**config.mk**
```make
export PLATFORM = sky130hd
export DESIGN_NAME = serial_tx_shifter
export DESIGN_NICKNAME = d
export VERILOG_FILES = /design/src/rtl/serial_tx_shifter.sv
export SDC_FILE = /design/constraint.sdc
export NUM_CORES = 1
export LEC_CHECK = 0
export CORE_MARGIN = 3
export CORE_UTILIZATION = 55
export DETAILED_ROUTE_END_ITERATION = 10
export PLACE_DENSITY = 0.81
export SLEW_MARGIN = 20
export SYNTH_ARGS = -nofsm -noshare
export SYNTH_HDL_FRONTEND = slang
export SYNTH_SLANG_ARGS = --single-unit
```
**constraint.sdc**
```tcl
create_clock -name clk -period 2.5 [get_ports clk]
set_input_delay 0.25 -clock clk [delete_from_list [all_inputs] [get_ports clk]]
set_output_delay 0.25 -clock clk [all_outputs]
set_load 0.01 [all_outputs]
```
**src/rtl/serial_tx_shifter.sv**
```systemverilog
// Parallel-to-serial transmitter: a 1-entry holding buffer feeding a shift stage,
// so a new word can be queued while the current one is still being sent.
module serial_tx_shifter #(
    parameter int unsigned WIDTH     = 8,
    parameter bit          MSB_FIRST = 1'b1
) (
    input  logic             clk,
    input  logic             rst,
    input  logic [WIDTH-1:0] data_in,
    input  logic             data_valid,
    output logic             data_ready,
    output logic             din_out,
    output logic             bit_valid,
    output logic             word_last,
    output logic             busy
);

    localparam int unsigned       CNT_W    = (WIDTH > 1) ? $clog2(WIDTH) : 1;
    localparam logic [CNT_W-1:0]  LAST_CNT = CNT_W'(WIDTH - 1);

    typedef enum logic {
        IDLE  = 1'b0,
        SHIFT = 1'b1
    } state_t;

    state_t           state_q, state_d;
    logic [WIDTH-1:0] shift_reg_q, shift_reg_d;
    logic [CNT_W-1:0] bit_cnt_q, bit_cnt_d;
    logic [WIDTH-1:0] buf_data_q, buf_data_d;
    logic             buf_full_q, buf_full_d;

    logic             accept;
    logic             transfer;
    logic             last_bit;

    assign data_ready = !buf_full_q;
    assign accept     = data_valid && !buf_full_q;
    assign last_bit   = (state_q == SHIFT) && (bit_cnt_q == LAST_CNT);
    // A buffered word moves into the shifter either from idle or on the last-bit edge,
    // which is what lets back-to-back words go out with no gap.
    assign transfer   = buf_full_q && ((state_q == IDLE) || last_bit);

    assign bit_valid  = (state_q == SHIFT);
    assign word_last  = last_bit;
    assign busy       = (state_q == SHIFT) || buf_full_q;
    assign din_out    = (state_q == SHIFT) ? (MSB_FIRST ? shift_reg_q[WIDTH-1] : shift_reg_q[0])
                                           : 1'b0;

    // Holding buffer: accept and transfer never coincide, since accept needs it empty.
    always_comb begin
        // NOTE: every signal assigned here gets a default first, so no path infers a latch.
        buf_full_d = buf_full_q;
        buf_data_d = buf_data_q;
        if (transfer) begin
            buf_full_d = 1'b0;
        end else if (accept) begin
            buf_full_d = 1'b1;
            buf_data_d = data_in;
        end
    end

    always_comb begin
        state_d     = state_q;
        shift_reg_d = shift_reg_q;
        bit_cnt_d   = bit_cnt_q;
        if (transfer) begin
            state_d     = SHIFT;
            shift_reg_d = buf_data_q;
            bit_cnt_d   = '0;
        end else if (state_q == SHIFT) begin
            if (last_bit) begin
                state_d     = IDLE;
                shift_reg_d = '0;
                bit_cnt_d   = '0;
            end else begin
                if (MSB_FIRST) begin
                    shift_reg_d = {shift_reg_q[WIDTH-2:0], 1'b0};
                end else begin
                    shift_reg_d = {1'b0, shift_reg_q[WIDTH-1:1]};
                end
                bit_cnt_d = bit_cnt_q + CNT_W'(1);
            end
        end
    end

    always_ff @(posedge clk or negedge rst) begin
        if (!rst) begin
            state_q     <= IDLE;
            shift_reg_q <= '0;
            bit_cnt_q   <= '0;
            buf_data_q  <= '0;
            buf_full_q  <= 1'b0;
        end else begin
            // NOTE: non-blocking assignments so every flop samples pre-edge values.
            state_q     <= state_d;
            shift_reg_q <= shift_reg_d;
            bit_cnt_q   <= bit_cnt_d;
            buf_data_q  <= buf_data_d;
            buf_full_q  <= buf_full_d;
        end
    end

endmodule

```
# == After elaboration in Yosys (flattened, before gate mapping) ==
# Cells that the tools add are included.
# classes
add_sub_neg,1
n_eq_ne,1
mux,12
bitwise_logic,2
n_reduce_logical,9
# op_table
operator,count
8-bit two-way mux,3
3-bit two-way mux,3
1-bit two-way mux,6
2-bit nonzero test,2
"3-bit by 1-bit adder with 3-bit output, second input constant",1
"3-bit equality test, second input constant",1
1-bit logical AND,3
1-bit logical OR,2
1-bit NOT,2
2-bit AND reduction,1
1-bit zero test,1
# word_totals
regBits,21
input_bits,11
output_inout_bits,5
word_cells,30

# == Logic depth before layout (Yosys ltp) ==
# logic_depth
ltp_word,6
ltp_mapped,5
mapped_depth_nobuf,4

# == Worst setup path after synthesis ==
# Ideal clock, no wire load.
# synth_timing
kind,register to output
from,register bit_cnt_q[0]
to,output port word_last
arrival_ps,1077
t_required_ps,2250
path_slack_ps,1173
stages_incl_launch_ff,5
path_buffers,1
path_cell_list,dfrtp_1 -> ha_1 -> ha_1 -> buf_2 -> and2_1
# synth_between
elab_chain_len,2
# synth_rtl
item,line_no,source
"start, declared",28,"logic [CNT_W-1:0] bit_cnt_q, bit_cnt_d;"
"start signal, assigned",97,bit_cnt_q <= bit_cnt_d;
3-bit equality test,38,assign last_bit = (state_q == SHIFT) && (bit_cnt_q == LAST_CNT);
1-bit logical AND,38,
"end, declared",14,"output logic word_last,"
# No other way between the ends.

# == Worst setup path after layout ==
# Ends and elaborated chain as after synthesis.

==> results.cfg <==
[run_status]
status = finished, final reports clean

[logic_synthesis]
synth_area_per_cell_um2 = 12.37
netlist_instances = 82
ys_seq_elements = 21
syn_area_um2 = 1015
ys_seq_area_frac = 0.5179
ys_types = 19
synth_top_area_share = 0.5179
synth_area_leaders = dfrtp_1 (52%), mux2_4 (12%), mux2i_1 (8.9%), o221ai_1 (6.0%), nand3_1 (3.9%)
synthesis.nets = 95
synth.largest_area_cell = dfrtp_1
ys_warn_count = 0

[global_route]
gr-usage-all-layers = 0.1760
grt_max_degree = 22
grt_pass1_vias = 681
antenna_found_initial = 0
grt_overflow = 0
grt_pass1_wl_mm = 3.187

[floorplan]
core_um2 = 1612
fp-row-count = 14
boundaryPins = 16
start_util = 0.6297
die_x_um = 48.95
die_height_um = 48.95
die_area_um2 = 2396

[setup_path]
start_kind = flip-flop
path_cells = ha_1 > ha_1 > and2_1 > clkdlybuf4s50_1
crit_buf_inv = 1
critPathKind = flip-flop to output pin
reg2reg_depth = 4
crit_family = buffers and inverters
cp.arrival_ps = 1910
reg2reg_setup_slack_ps = 820
crit_top_cell = ha_1
cp.depth = 4
cp.required_ps = 2250
crit_path_top_delay_cell = clkdlybuf4s50_1
critPathMaxStageDelay_ps = 530
cp-end-kind = output pin
cp_max_fo = 12

[layout]
syn_to_final_growth_pct = 18.37
final_cell_mix = dfrtp_1 (21), clkdlybuf4s50_1 (15), mux2i_1 (9)
nets = 112
antennaDiodeCount = 0
mostFrequentLayoutCell = dfrtp_1
drive_gt1_frac = 0.1633
nFillCells = 113
fin_util = 0.7453

[clock_network]
cts_resized = 0
cts_buffer_depth = 2
h-tree-depth = 1
cts_root_buf = clkbuf_4
hold_buffers = 0
tritoncts = yes
postCtsSetupBuffers = 0
numCtsBuffers = 3
worst_skew_pair.late_latency_ps = 290
cts_sinks = 21
clk_pin_slew_ps = 110

[route]
met1_length_um = 780
routed_wl_mm = 1.822
drtIter0Drc = 17
drc = 0
first_pass_iters = 4
wl_per_cell_um = 14.93
wl_met3_um = 92
vias = 710
avgViaCountPerCell = 5.820
ant_nets = 0
top_layer_used = met4
wl_met2_um = 931

[timing]
maxSlewViolCount = 0
max_slew_margin = 0.6786
setup_viol = 0
hold_violations = 0
fin_crit_sh = 0.8651
worst_slew_pin_slew_ps = 482.1
timing.fmax_mhz = 462.3
min_period_ps = 2163
fin_setup_tns_ps = 0
rsz0062_at_grt = no
skew_ps = 2.598

[pwr]
p_total_mw = 1.359
power_density_nw_per_um2 = 1132
irDropWorstVdd_mv = 0.6670
leakage_nw = 0.5559

[placement]
io_buffers = 15
post-dp-hpwl_mm = 1.316
gp_congestion = 0.7167

[min_path]
hp-class = input port to async pin

[flow_run]
drv_cap = 0
-- logic make-up after synthesis --
logic type,count (synthesis),synth area share
DFF,21,0.5179
AOI/OAI and AO/OA,11,0.09125
muxes,17,0.2072
and+or+nand+nor,16,0.08386
buffers and inverters,15,0.07521
adders and majority gates,2,0.02466
-- worst reg2reg max path, stage by stage (launching register included) --
cell and delay, ps:
dfrtp_1 410, ha_1 200, ha_1 310, nand2b_1 370, o221ai_1 300
-- state kept, by name, summed over array words and instances, names as in the netlist --
| name | flops |
|---|---|
| bit_cnt_q | 3 |
| bit_valid | 1 |
| shift_reg_q | 8 |
| buf_full_q | 1 |
| buf_data_q | 8 |
-- worst paths after layout --
path | from | to
worst min register to register | bit_cnt_q[0] | bit_cnt_q[0]
max in group asynchronous | rst | buf_data_q[7]
worst min-delay path | rst | buf_data_q[0]
worst max register to register | bit_cnt_q[0] | shift_reg_q[2]
worst max-delay path | bit_cnt_q[0] | word_last
min in group clk | bit_cnt_q[0] | bit_cnt_q[0]
-- synth_stat cells --
library cell and count:
a21o_1 1, mux2i_1 9, nand2b_1 1, mux2_4 8, inv_2 1, ha_1 2, buf_2 4, dfrtp_1 21
and2_1 2, inv_1 8, nor2_2 1, nand3_1 8, nand2_1 2, a22o_1 1, buf_6 2, o221ai_1 7
o21ai_1 1, a32o_1 1, nor2b_1 2
-- through the flow --
step	instances	instance area (um2)	setup slack [ps]	hold slack, ps
6_report	122	1201	337.1	284.9
5_1_grt	122	1201	222.2	286.0
4_1_cts	122	1201	315.5	289.4
3_5_place_dp	118	1175	663.4	482.7
3_3_place_gp	118	1175	678.3	468.0
2_1_floorplan	82	1015	1173	-45.59
-- area by class of cell --
cell class,instances,area [um2],area share
multi-input combinational,46,412.9,0.3438
sequential,21,525.5,0.4375
timing repair buffer,18,172.7,0.1438
clock buffer,4,26.28,0.02188
tap,24,30.03,0.02500
inverter,9,33.78,0.02813
-- where the power goes --
| group | switching, mW | leakage (nW) | total (mW) | internal [mW] |
|---|---|---|---|---|
| Sequential | 0.128 | 0.257 | 0.618 | 0.491 |
| Combinational | 0.248 | 0.284 | 0.585 | 0.336 |
| Clock | 0.0939 | 0.0150 | 0.156 | 0.0621 |
-- per-layer routing --
| layer | vias up | track usage |
|---|---|---|
| met1 | 364 | 0.2095 |
| li1 | 323 | - |
| met4 | 0 | 0.05687 |
| met5 | - | 0 |
| met3 | 4 | 0.05810 |
| met2 | 19 | 0.2986 |
No activity file was read; power rests on OpenSTA's default activity.
